==> src/rtl/m_stage_merge_n.sv <==
// ---------------------------------------------------------------------------
// m_stage_merge_n
// N-way merge stage for the DDP packet pipeline. Each input channel owns a
// one-packet latch. An arbiter moves at most one latched packet per cycle into
// a single output register, which feeds the next stage over Send/Ack.
// Arbitration is fixed priority (lowest index wins) or round-robin.
//
// Ports
//   CLK         clock, all state changes on the rising edge
//   MR_N        synchronous active-low reset
//   Send_in     per-channel request, data valid on the matching PACKET_IN slice
//   PACKET_IN   channel i occupies bits [i*PW +: PW]
//   Ack_out     per-channel accept (registered, equals ~full once out of reset)
//   Send_out    output register holds a valid packet
//   Ack_in      downstream accept
//   PACKET_OUT  output register data
//   SRC_OUT     channel index of the packet held in PACKET_OUT
// ---------------------------------------------------------------------------
module m_stage_merge_n #(
    parameter  int N_IN     = 2,
    parameter  int PW       = 32,
    parameter  int ARB_MODE = 0,
    localparam int SW       = (N_IN > 1) ? $clog2(N_IN) : 1
) (
    input  logic               CLK,
    input  logic               MR_N,
    input  logic [N_IN-1:0]    Send_in,
    input  logic [N_IN*PW-1:0] PACKET_IN,
    output logic [N_IN-1:0]    Ack_out,
    output logic               Send_out,
    input  logic               Ack_in,
    output logic [PW-1:0]      PACKET_OUT,
    output logic [SW-1:0]      SRC_OUT
);

    logic [N_IN-1:0] full_q;
    logic [N_IN-1:0] full_d;
    logic [N_IN-1:0] ack_q;
    logic [N_IN-1:0] take;
    logic [PW-1:0]   latch_q [N_IN];

    logic            send_q;
    logic            send_d;
    logic [PW-1:0]   pkt_q;
    logic [PW-1:0]   pkt_d;
    logic [SW-1:0]   src_q;
    logic [SW-1:0]   src_d;
    logic [SW-1:0]   rr_q;
    logic [SW-1:0]   rr_d;

    logic            load_ok;
    logic            grant_vld;
    logic [SW-1:0]   grant_idx;

    // The output register can take a new packet when it is empty or is being
    // drained on this same edge.
    assign load_ok = ~send_q | Ack_in;

    // Arbitration over latched packets only; Send_in never participates, so a
    // packet always spends at least one cycle in its latch.
    always_comb begin
        int idx;
        grant_vld = 1'b0;
        grant_idx = '0;
        idx       = 0;
        if (load_ok) begin
            for (int k = 0; k < N_IN; k++) begin
                idx = (ARB_MODE == 1) ? int'(rr_q) + k : k;
                if (idx >= N_IN) begin
                    idx = idx - N_IN;
                end
                if (!grant_vld && full_q[idx[SW-1:0]]) begin
                    grant_vld = 1'b1;
                    grant_idx = idx[SW-1:0];
                end
            end
        end
    end

    // Per-channel input latches. Ack is ~full, so a channel that is granted
    // this cycle cannot also capture this cycle.
    genvar gi;
    generate
        for (gi = 0; gi < N_IN; gi++) begin : g_ch
            assign take[gi]   = Send_in[gi] & ack_q[gi];
            assign full_d[gi] = take[gi] |
                                (full_q[gi] & ~(grant_vld && (grant_idx == SW'(gi))));

            always_ff @(posedge CLK) begin
                if (!MR_N) begin
                    latch_q[gi] <= '0;
                end else if (take[gi]) begin
                    latch_q[gi] <= PACKET_IN[gi*PW +: PW];
                end
            end
        end
    endgenerate

    // Output register and round-robin pointer next state.
    always_comb begin
        send_d = send_q;
        pkt_d  = pkt_q;
        src_d  = src_q;
        rr_d   = rr_q;
        if (grant_vld) begin
            send_d = 1'b1;
            pkt_d  = latch_q[grant_idx];
            src_d  = grant_idx;
            if (ARB_MODE == 1) begin
                rr_d = (grant_idx == SW'(N_IN - 1)) ? '0 : grant_idx + SW'(1);
            end
        end else if (load_ok) begin
            // Nothing to load while draining or empty: go idle, keep data.
            send_d = 1'b0;
        end
    end

    always_ff @(posedge CLK) begin
        if (!MR_N) begin
            full_q <= '0;
            ack_q  <= '0;
            send_q <= 1'b0;
            pkt_q  <= '0;
            src_q  <= '0;
            rr_q   <= '0;
        end else begin
            full_q <= full_d;
            // Registered from next-state fullness so Ack_out tracks ~full
            // without any combinational path from the inputs.
            ack_q  <= ~full_d;
            send_q <= send_d;
            pkt_q  <= pkt_d;
            src_q  <= src_d;
            rr_q   <= rr_d;
        end
    end

    assign Ack_out    = ack_q;
    assign Send_out   = send_q;
    assign PACKET_OUT = pkt_q;
    assign SRC_OUT    = src_q;

endmodule

==> config.mk <==
export PLATFORM = sky130hd
export DESIGN_NAME = m_stage_merge_n
export DESIGN_NICKNAME = d
export VERILOG_FILES = /design/src/rtl/m_stage_merge_n.sv
export SDC_FILE = /design/constraint.sdc
export NUM_CORES = 1
export LEC_CHECK = 0
export ABC_AREA = 1
export CAP_MARGIN = 20
export CORE_UTILIZATION = 25
export CTS_CLUSTER_DIAMETER = 60
export CTS_CLUSTER_SIZE = 8
export DETAILED_ROUTE_END_ITERATION = 7
export PLACE_DENSITY = 0.49
export SKIP_LAST_GASP = 1
export SLEW_MARGIN = 20
export SYNTH_ARGS = -nofsm -noshare
export SYNTH_HDL_FRONTEND = slang
export SYNTH_SLANG_ARGS = --single-unit
==> constraint.sdc <==
create_clock -name CLK -period 7.85 [get_ports CLK]
set_clock_uncertainty 0.15 [all_clocks]
set_input_delay 1.57 -clock CLK [delete_from_list [all_inputs] [get_ports CLK]]
set_output_delay 1.57 -clock CLK [all_outputs]
set_load 0.005 [all_outputs]
# ---- Word level (Yosys, flattened, before mapping)
# Memory sizes are Yosys's and may differ from the RTL's. A register that Yosys moved wholly into a read port is not among the register bits.
# Cells that the tools add are included.
dict set report op_classes {
  n_bitwise 14
  n_reduce_logical 6
  n_mux 17
}
# cell n
set op_table {}
lappend op_table {{2-to-1 mux 32 bit} 2}
lappend op_table {{2-to-1 mux 1 bit} 15}
lappend op_table {{bitwise OR 1 bit} 5}
lappend op_table {{AND 1 bit} 4}
lappend op_table {{NOT 1 bit} 4}
lappend op_table {{logical AND 1 bit} 3}
lappend op_table {{logical NOT 1 bit} 2}
lappend op_table {{NOT 2 bit} 1}
lappend op_table {{nonzero test 2 bit} 1}
dict set report totals {
  output_inout_bits 36
  word_cells 42
  ramBits 64
  register_bits 6
  memories 1
  inputBits 69
}
# memory words width read_ports rd_clocked_by_memory_dff wr line
set memory_table {}
lappend memory_table {latch_q 2 32 1 1 2 40} ;# logic [PW-1:0] latch_q [N_IN];

# ---- Longest topological paths before layout
# Gate-level depths: netlist (run 1).
dict set report logic_depth {
  word_depth 13
  ltp_mapped 9
}

# ---- Worst setup path before layout (run 1)
# OpenSTA, ideal clock, no wires.
dict set report synth_path {
  kind {input-to-reg}
  start {input port Send_in[0]}
  end {memory latch_q[0][0] (enable)}
  arrival_time_ns 3.898
  setup_ns 0.466
  path_buffers 0
  setup_slack_ns 3.337
  t_required_ns 7.234
  path_stages 2
  path_cell_list {inv_1 o21ai_0}
}
# element line
set synth_lines {}
lappend synth_lines {{from (decl)} 27} ;# input logic [N_IN-1:0] Send_in,
lappend synth_lines {{to (decl)} 40}

# ---- Worst setup path after layout (run 1)
dict set report layout_path {
  start {input port Ack_in}
  end {register pkt_q[13], in the netlist PACKET_OUT[13] (read register of latch_q)}
}
dict set report layout_between {
  elab_chain_len 2
  word_cells_on_any_way 3
}
# element line
set layout_lines {}
lappend layout_lines {{from (decl)} 31} ;# input logic Ack_in,
lappend layout_lines {{bitwise OR 1 bit (*)} 57} ;# assign load_ok = ~send_q | Ack_in;
lappend layout_lines {{2-to-1 mux 1 bit} 66} ;# if (load_ok) begin
lappend layout_lines {{to (decl)} 44} ;# logic [PW-1:0] pkt_q;
# Every way passes the cells marked *; elsewhere a longest branch is shown, timed or not.
# A chain may end at the register's enable or synchronous reset.

==> results of run 1 <==
layout make-up:
cell class	instances	area share, %
inverter	121	7.81
tap	225	4.79
sequential	102	45.6
clock inverter	1	0.0851
timing repair buffer	106	18.3
multi-input combinational	243	19.1
clock buffer	15	4.38
cells in the final DEF, fill, tap and decap left out:
| master | Yosys | final |
|---|---|---|
| clkbuf_8 | 0 | 1 |
| nand2_2 | 0 | 1 |
| nand2_8 | 1 | 1 |
| nand2_4 | 2 | 2 |
| edfxtp_1 | 64 | 64 |
| nor2_1 | 66 | 66 |
| clkdlybuf4s50_1 | 0 | 104 |
| buf_4 | 3 | 1 |
| nor2_8 | 1 | 1 |
| nand3_2 | 0 | 2 |
| inv_1 | 118 | 118 |
| inv_2 | 1 | 1 |
| inv_4 | 2 | 2 |
| clkbuf_16 | 0 | 9 |
| buf_16 | 0 | 1 |
| nand3_1 | 81 | 79 |
| a21oi_1 | 21 | 21 |
| dfxtp_1 | 38 | 38 |
| clkinv_2 | 0 | 1 |
| o22ai_2 | 1 | 1 |
| o21ai_4 | 0 | 1 |
| nand2_1 | 69 | 68 |
| clkbuf_1 | 1 | 5 |
worst max-delay path: stages:
cell and delay, ns:
clkdlybuf4s50_1 0.45, inv_1 0.06, nand2_4 0.44, nand2_1 0.60, nand2_1 0.20, nand3_1 0.10
nand2_1 0.07, inv_1 0.04
sequential cells by signal, indices dropped and copies added, names as in the netlist:
register,flops
full_q,2
SRC_OUT,1
PACKET_OUT,32
Ack_out,2
latch_q,64
Send_out,1
kinds of logic after synthesis:
kind of cell / after synthesis / synth area share [%]
and+or+nand+nor: 220 / 22.0
buffers and inverters: 147 / 14.5
DFF: 102 / 60.7
AOI/OAI and AO/OA: 23 / 2.77
through the flow:
| step | std cells | cell area (µm²) | worst slack [ns] | power (W) |
|---|---|---|---|---|
| global placement | 796 | 5590 | 4.08 | 0.000795 |
| global route | 813 | 5880 | 4.17 | 0.00125 |
| detailed placement | 797 | 5620 | 4.02 | 0.000800 |
| CTS | 813 | 5880 | 4.39 | 0.00121 |
| floorplan | 492 | 4420 | 3.34 | 0.000716 |
| finish | 813 | 5880 | 4.41 | 0.00119 |
final timing paths:
kind                                 from        endpoint  slack (ns)
worst max register to register  full_q[0]  PACKET_OUT[13]        5.47
worst min-delay path              SRC_OUT         SRC_OUT        0.32
worst min register to register    SRC_OUT         SRC_OUT        0.32
worst max-delay path               Ack_in  PACKET_OUT[13]        4.41
report_power, final:
group | switching, W | total, W | internal (W)
sequential | 0.0000174 | 0.000627 | 0.000609
clock | 0.000184 | 0.000409 | 0.000224
combinational | 0.0000782 | 0.000158 | 0.0000797
total | 0.000280 | 0.00119 | 0.000913
per-layer routing:
metal	global-route usage [%]	vias to the layer above
met5	0	-
met4	5.68	0
met3	2.70	12
met2	20.9	88
met1	13.9	1498
li1	-	1691
==> key figures, run 1 <==
Status
  – Status: finished clean

Timing
  – Final Critical Period: 3.44 ns
  – Setup_tns: 0 ns
  – Slew headroom: 41.6%
  – Final number of setup-violating endpoints: 0
  – FMAX: 0.291 GHz
  – RSZ-0062 raised after global routing: no
  – Final Hold Fails: 0
  – Final worst-path cycle share: 43.8%
  – Fin Hold WS: 0.322 ns
  – Pins Over Slew Limit: 0
  – Slew at the pin closest to its max-slew limit: 0.875 ns

Logic synthesis
  – Synth async-reset ratio: 0%
  – Top-count cell post-synth: inv_1
  – Dominant cells by area after synthesis: edfxtp_1, dfxtp_1, inv_1
  – Sequential fraction of the synthesis area: 60.7%
  – Synthesized instance count: 492
  – Mapped Avg Cell Area: 8.99 µm²
  – Yosys reg bits: 102
  – Yosys cell types: 20
  – Leading area contributor after synthesis: edfxtp_1
  – Cell area after synthesis: 4420 µm²
  – EDFF count, synth: 64
  – Top_reg_cell synth: edfxtp_1
  – Yosys warns: 0
  – Mapped Nets: 561
  – Synth top cells by count: inv_1, nand3_1, nand2_1
  – Top cell type's share of synthesized area: 43.5%

Clock network
  – Buffer count from post-CTS setup fixing: 0
  – CTS Hold Bufs: 0
  – Clock Latency Late Sink: 0.35 ns
  – CTS tree: built
  – Clock Path Buffers: 2
  – Clock Pin Slew Worst Setup and Hold Paths: 0.07 ns
  – Clock Sinks: 102
  – CTS HTree Levels: 3
  – Clock root buffer master: clkbuf_16
  – CTS buffer count: 9
  – CTS resizes: 0

Detailed routing
  – Metal1 wirelength: 4460 µm
  – Drt wl/cell: 12.6 µm
  – DRC violations left: 0
  – Vias post-DR: 3289
  – Drt first pass iters: 4
  – Metal3 WL: 531 µm
  – DR iter-0 viols: 97
  – DRT Wirelength: 10200 µm
  – Post-route ant nets: 0
  – Via density: 4.05
  – Top routing layer in use: met4
  – Metal2 WL: 5030 µm

Cells and area
  – Layout area overhead: 33.1%
  – FF/Latch Area: 2680 µm²
  – Final core area utilization: 34.0%
  – Ant. Diodes: 0
  – Nets: 652
  – Layout cells sized above 1: 4.25%
  – Fillers: 1792
  – Area of the multi-input gates: 1120 µm²

Die
  – Die Span X: 135 µm
  – Ports: 105
  – Die Span Y: 135 µm
  – Row count: 48
  – DIE AREA: 18200 µm²
  – Core outline area: 17300 µm²
  – Initial core utilization: 25.6%

Critical path
  – Crit start category: input pin
  – Worst EP arrival: 3.54 ns
  – R2R depth: 6
  – Worst path required time: 7.95 ns
  – Critical path class: in -> reg
  – Setup crit end kind: flop
  – Worst Path Max Fanout: 51

GRT
  – Global route overflow: 0
  – Vias in the first global route: 3249
  – Initial antenna violation count: 0
  – Largest net degree at the start of global routing: 52
  – Overall routing resource usage: 12.0%
  – First-pass GRT wire length: 16200 µm

Job
  – Maxcap violations: 0

Placed design
  – Routability congestion estimate: 0.722
  – IO Port Bufs: 104
  – DP HPWL: 6710 µm

Power
  – Power Density: 203 nW/µm²
  – Peak VDD IR: 0.100 mV
  – Static leakage: 2.67 nW

Hold path
  – Worst Hold Depth: 2
  – Hold Crit Class: reg -> reg
Power figures use the tool's default switching activity.
==> run 2: changes to the inputs <==
--- a/config.mk
+++ b/config.mk
@@ -11,7 +11,7 @@
 export CTS_CLUSTER_DIAMETER = 60
 export CTS_CLUSTER_SIZE = 8
 export DETAILED_ROUTE_END_ITERATION = 7
-export PLACE_DENSITY = 0.49
+export PLACE_DENSITY = 0.5
 export SKIP_LAST_GASP = 1
 export SLEW_MARGIN = 20
 export SYNTH_ARGS = -nofsm -noshare
==> constraint.sdc (replaced) <==
create_clock -name CLK -period 2.8 [get_ports CLK]
set_clock_uncertainty 0.15 [all_clocks]
set_input_delay 0.56 -clock CLK [delete_from_list [all_inputs] [get_ports CLK]]
set_output_delay 0.56 -clock CLK [all_outputs]
set_load 0.005 [all_outputs]
==> key figures, run 2 (synthesized netlist as in run 1, its figures left out) <==
Timing
  – Final worst-path cycle share: 79.2%
  – RSZ-0062 raised after global routing: no
  – Final Critical Period: 2.22 ns
  – Setup_tns: 0 ns
  – Slew at the pin closest to its max-slew limit: 0.745 ns
  – Slew headroom: 50.3%
  – Final number of setup-violating endpoints: 0
  – Final Hold Fails: 0
  – Pins Over Slew Limit: 0
  – Fin Hold WS: 0.334 ns
  – FMAX: 0.451 GHz

Die
  – DIE AREA: 18200 µm²
  – Initial core utilization: 25.6%
  – Core outline area: 17300 µm²
  – Row count: 48
  – Ports: 105
  – Die Span Y: 135 µm
  – Die Span X: 135 µm

Hold path
  – Worst Hold Depth: 1
  – Min-Delay Endpoint: Ack_out[1]
  – Min-delay src: full_q[1]
  – Hold Crit Class: reg -> reg

Clock network
  – Clock Latency Late Sink: 0.34 ns
  – CTS tree: built
  – Clock Sinks: 102
  – CTS buffer count: 9
  – CTS resizes: 0
  – Clock Path Buffers: 2
  – CTS HTree Levels: 3
  – Clock Pin Slew Worst Setup and Hold Paths: 0.06 ns
  – Buffer count from post-CTS setup fixing: 0
  – Clock root buffer master: clkbuf_16
  – CTS Hold Bufs: 0

Critical path
  – Worst Path Max Fanout: 32
  – Worst path required time: 2.82 ns
  – Crit start category: input pin
  – Worst EP arrival: 2.24 ns
  – Reg-to-Reg Start: Send_out
  – Critical path class: in -> reg
  – R2R depth: 6
  – Setup crit end kind: flop
  – Reg2reg setup slack: 1.00 ns
  – Crit Reg-Reg Endpoint: PACKET_OUT[7]

Power
  – Peak VDD IR: 0.316 mV
  – Power Density: 577 nW/µm²
  – Sw Pwr: 0.000800 W
  – Combinational fraction of design power: 13.2%
  – Static leakage: 2.72 nW
  – Sw frac: 23.2%
  – Clock group share of total power: 35.9%
  – P_int: 0.00265 W
  – Part of the power in registers: 50.8%

Cells and area
  – Fillers: 1778
  – Area of the multi-input gates: 1120 µm²
  – Leading cell type in the layout, fill and taps excluded: inv_1
  – Nets: 657
  – Layout cells sized above 1: 5.73%
  – Layout area overhead: 35.2%
  – Reg with most FFs: latch_q
  – Commonest non-fill, non-tap cells in the layout: inv_1, clkdlybuf4s50_1, nand3_1, nand2_1, nor2_1
  – Max reg flops: 64
  – FF/Latch Area: 2680 µm²

Detailed routing
  – DRT Wirelength: 10500 µm
  – Vias post-DR: 3299
  – Drt wl/cell: 12.8 µm
  – DR iter-0 viols: 124
  – DRC violations left: 0
  – Drt first pass iters: 4
  – Post-route ant nets: 0
  – Via density: 4.03

GRT
  – Vias in the first global route: 3375
  – Initial antenna violation count: 1
  – Overall routing resource usage: 12.4%
  – Global route overflow: 0
  – Largest net degree at the start of global routing: 36
  – First-pass GRT wire length: 16800 µm

Placed design
  – IO Port Bufs: 104
  – DP HPWL: 7310 µm
  – Routability congestion estimate: 0.734

Status
  – Status: finished clean

Job
  – Maxcap violations: 0
[run 2: cell types whose count changed in the layout (fill, tap and decap cells not counted), sizes merged]
cell,before,now
bufinv,0,1
buf,2,7
clkinv,1,4
diode,0,1
clkbuf,15,11
[run 2: area by class of cell]
class                      instances  share of cell area (%)
antenna                            1                  0.0419
clock buffer                      11                    4.06
clock inverter                     5                   0.837
inverter                         121                    7.68
multi-input combinational        243                    18.8
sequential                       102                    44.9
tap                              225                    4.71
timing repair buffer             111                    19.0
[run 2: stage by stage]
step / area (µm²) / total power [W] / worst slack [ns] / utilization [%] / cells
floorplan: 4420 / 0.00201 / 0.163 / - / 492
global placement: 5660 / 0.00224 / 0.189 / 32.7 / 801
detailed placement: 5660 / 0.00225 / 0.104 / 32.7 / 801
CTS: 5950 / 0.00350 / 0.489 / 34.4 / 817
global route: 5980 / 0.00361 / 0.397 / 34.5 / 818
finish: 5980 / 0.00345 / 0.582 / 34.6 / 819
[run 2: worst max-delay path by stage]
stage / slack [ns] / endpoint / cells past startpoint / from
6_report: 0.58 / latch_q[0][18] / 3 / MR_N
5_1_grt: 0.40 / PACKET_OUT[11] / 8 / Ack_in
4_1_cts: 0.49 / latch_q[0][14] / 3 / MR_N
3_5_place_dp: 0.10 / latch_q[0][14] / 3 / MR_N
3_3_place_gp: 0.19 / latch_q[0][28] / 3 / MR_N
2_1_floorplan: 0.16 / latch_q[0][0] / 2 / Send_in[0]
[run 2: per-layer routing]
metal	track usage, %	wire, µm	share of wire, %
met5	0	0	0
met4	3.43	123	1.2
met3	4.92	763	7.3
met2	22.3	5330	51
met1	13.3	4240	41
[run 2: critical path, cell delays in order]
cell	delay [ns]
clkdlybuf4s50_1	0.72
nand3_2	0.66
nor2_1	0.29
[run 2: power by group through the flow]
| stage | clock (W) | combinational, W | sequential (W) |
|---|---|---|---|
| final | 0.00124 | 0.000457 | 0.00175 |
| after global routing | 0.00134 | 0.000513 | 0.00176 |
| after CTS | 0.00128 | 0.000461 | 0.00176 |
| after detailed placement | 0 | 0.000458 | 0.00179 |
| after global placement | 0 | 0.000450 | 0.00179 |
| after floorplan | 0 | 0.000228 | 0.00178 |
==> run 3: changes to the inputs <==
==> constraint.sdc (replaced) <==
create_clock -name CLK -period 1.8 [get_ports CLK]
set_clock_uncertainty 0.15 [all_clocks]
set_input_delay 0.36 -clock CLK [delete_from_list [all_inputs] [get_ports CLK]]
set_output_delay 0.36 -clock CLK [all_outputs]
set_load 0.005 [all_outputs]
==> key figures, run 3 (synthesized netlist as in run 1, its figures left out) <==
Critical path
  – Top delay family on crit path: buffers and inverters
  – Reg-to-Reg Start: full_q[1]
  – CP Cell Sequence: clkdlybuf4s50_1
  – Slowest-stage cell, CP: clkdlybuf4s50_1
  – Worst Setup SP: PACKET_OUT[31]
  – Worst path required time: 1.29 ns
  – CP peak stage delay: 0.52 ns
  – Critical path class: reg -> out
  – Worst EP arrival: 1.24 ns
  – Setup crit end kind: primary output
  – CP bufs+invs: 1
  – Worst Path Max Fanout: 2
  – Crit start category: flop

Clock network
  – CTS HTree Levels: 3
  – CTS tree: built
  – CTS Hold Bufs: 0
  – Clock Sinks: 102
  – Clock Latency Late Sink: 0.34 ns
  – CTS buffer count: 9
  – Clock Path Buffers: 2
  – Clock Pin Slew Worst Setup and Hold Paths: 0.07 ns
  – Clock root buffer master: clkbuf_16

Placed design
  – Routability congestion estimate: 0.733
  – DP HPWL: 7970 µm
  – Placed cell areas: 5890 µm²
  – Pre-CTS setup slack: -0.0173 ns
  – Placed Cells: 821
  – IO Port Bufs: 104

Timing
  – Fin Hold WS: 0.324 ns
  – Final worst slack: 0.0494 ns
  – Final Hold Fails: 0
  – Final worst-path cycle share: 97.3%
  – Final Critical Period: 1.75 ns
  – Pins Over Slew Limit: 0
  – Slew headroom: 80.4%
  – FMAX: 0.571 GHz
  – Slew at the pin closest to its max-slew limit: 0.293 ns
  – Final number of setup-violating endpoints: 0
  – RSZ-0062 raised after global routing: no

GRT
  – Initial antenna violation count: 0
  – Largest net degree at the start of global routing: 28
  – First-pass GRT wire length: 17400 µm
  – Overall routing resource usage: 12.7%
  – Global route overflow: 0
  – Vias in the first global route: 3455

Detailed routing
  – Via density: 4.06
  – Drt first pass iters: 4
  – Post-route ant nets: 0
  – Vias post-DR: 3402
  – DR iter-0 viols: 134
  – DRC violations left: 0
  – DRT Wirelength: 10900 µm
  – Drt wl/cell: 13.0 µm

Die
  – Die Span Y: 135 µm
  – Ports: 105
  – DIE AREA: 18200 µm²
  – Row count: 48
  – Initial core utilization: 25.6%
  – Die Span X: 135 µm
  – Core outline area: 17300 µm²

Power
  – Total power: 0.00540 W
  – Power Density: 874 nW/µm²
  – Peak VDD IR: 0.457 mV
  – Static leakage: 2.85 nW

Cells and area
  – Ant. Diodes: 0
  – Commonest non-fill, non-tap cells in the layout: inv_1, clkdlybuf4s50_1, nand3_1, nand2_1, nor2_1
  – Nets: 676
  – Leading cell type in the layout, fill and taps excluded: inv_1
  – Max reg flops: 64
  – Layout cells sized above 1: 8.66%
  – Fin cells: 837
  – Post-route cell area: 6180 µm²
  – Reg with most FFs: latch_q
  – Layout area overhead: 39.8%

Hold path
  – Min-delay src: full_q[1]
  – Hold Crit Class: reg -> reg

Status
  – Status: finished clean

Job
  – Maxcap violations: 0
==> run 3: per-stage QoR <==
step | util (%) | setup TNS, ns
after floorplan | - | 0
after global placement | 34.1 | 0
after detailed placement | 34.1 | -0.523
after CTS | 35.7 | 0
after global routing | 35.7 | 0
final | 35.7 | 0
==> run 3: worst paths after layout <==
path / end / slack [ns] / depth (start not counted)
worst max-delay path: PACKET_OUT[31] / 0.05 / 1
worst min-delay path: Ack_out[1] / 0.32 / 1
worst max register to register: PACKET_OUT[4] / 0.37 / 8
worst min register to register: Ack_out[1] / 0.32 / 1
==> run 3: cell type report <==
| class | count | area (µm²) |
|---|---|---|
| Sequential cell | 102 | 2690 |
| Fill cell | 1789 | 11100 |
| Clock buffer | 11 | 233 |
| Clock inverter | 5 | 50.0 |
| Multi-Input combinational cell | 243 | 1120 |
| Timing Repair Buffer | 130 | 1350 |
| Tap cell | 225 | 282 |
| Inverter | 121 | 459 |
==> run 3: timing repair <==
action / 4_1_cts / 5_1_grt
endpoints found under the setup margin: 3 / 1
gates resized for setup: 3 / 1
buffers inserted: 0 / 0
==> run 3: per-layer routing <==
layer	routed length, µm	share of wire, %	global-route usage [%]
met1	4860	45	16.2
met2	5290	49	21.1
met3	600	5.5	3.19
met4	128	1.2	4.31
met5	0	0	0
==> run 3: report_power, final <==
group          internal [W]  switching [W]  leakage (nW)  total, W
Combinational      0.000415       0.000370          1.72  0.000785
Sequential          0.00266      0.0000706         0.989   0.00273
Clock               0.00107       0.000821         0.141   0.00189
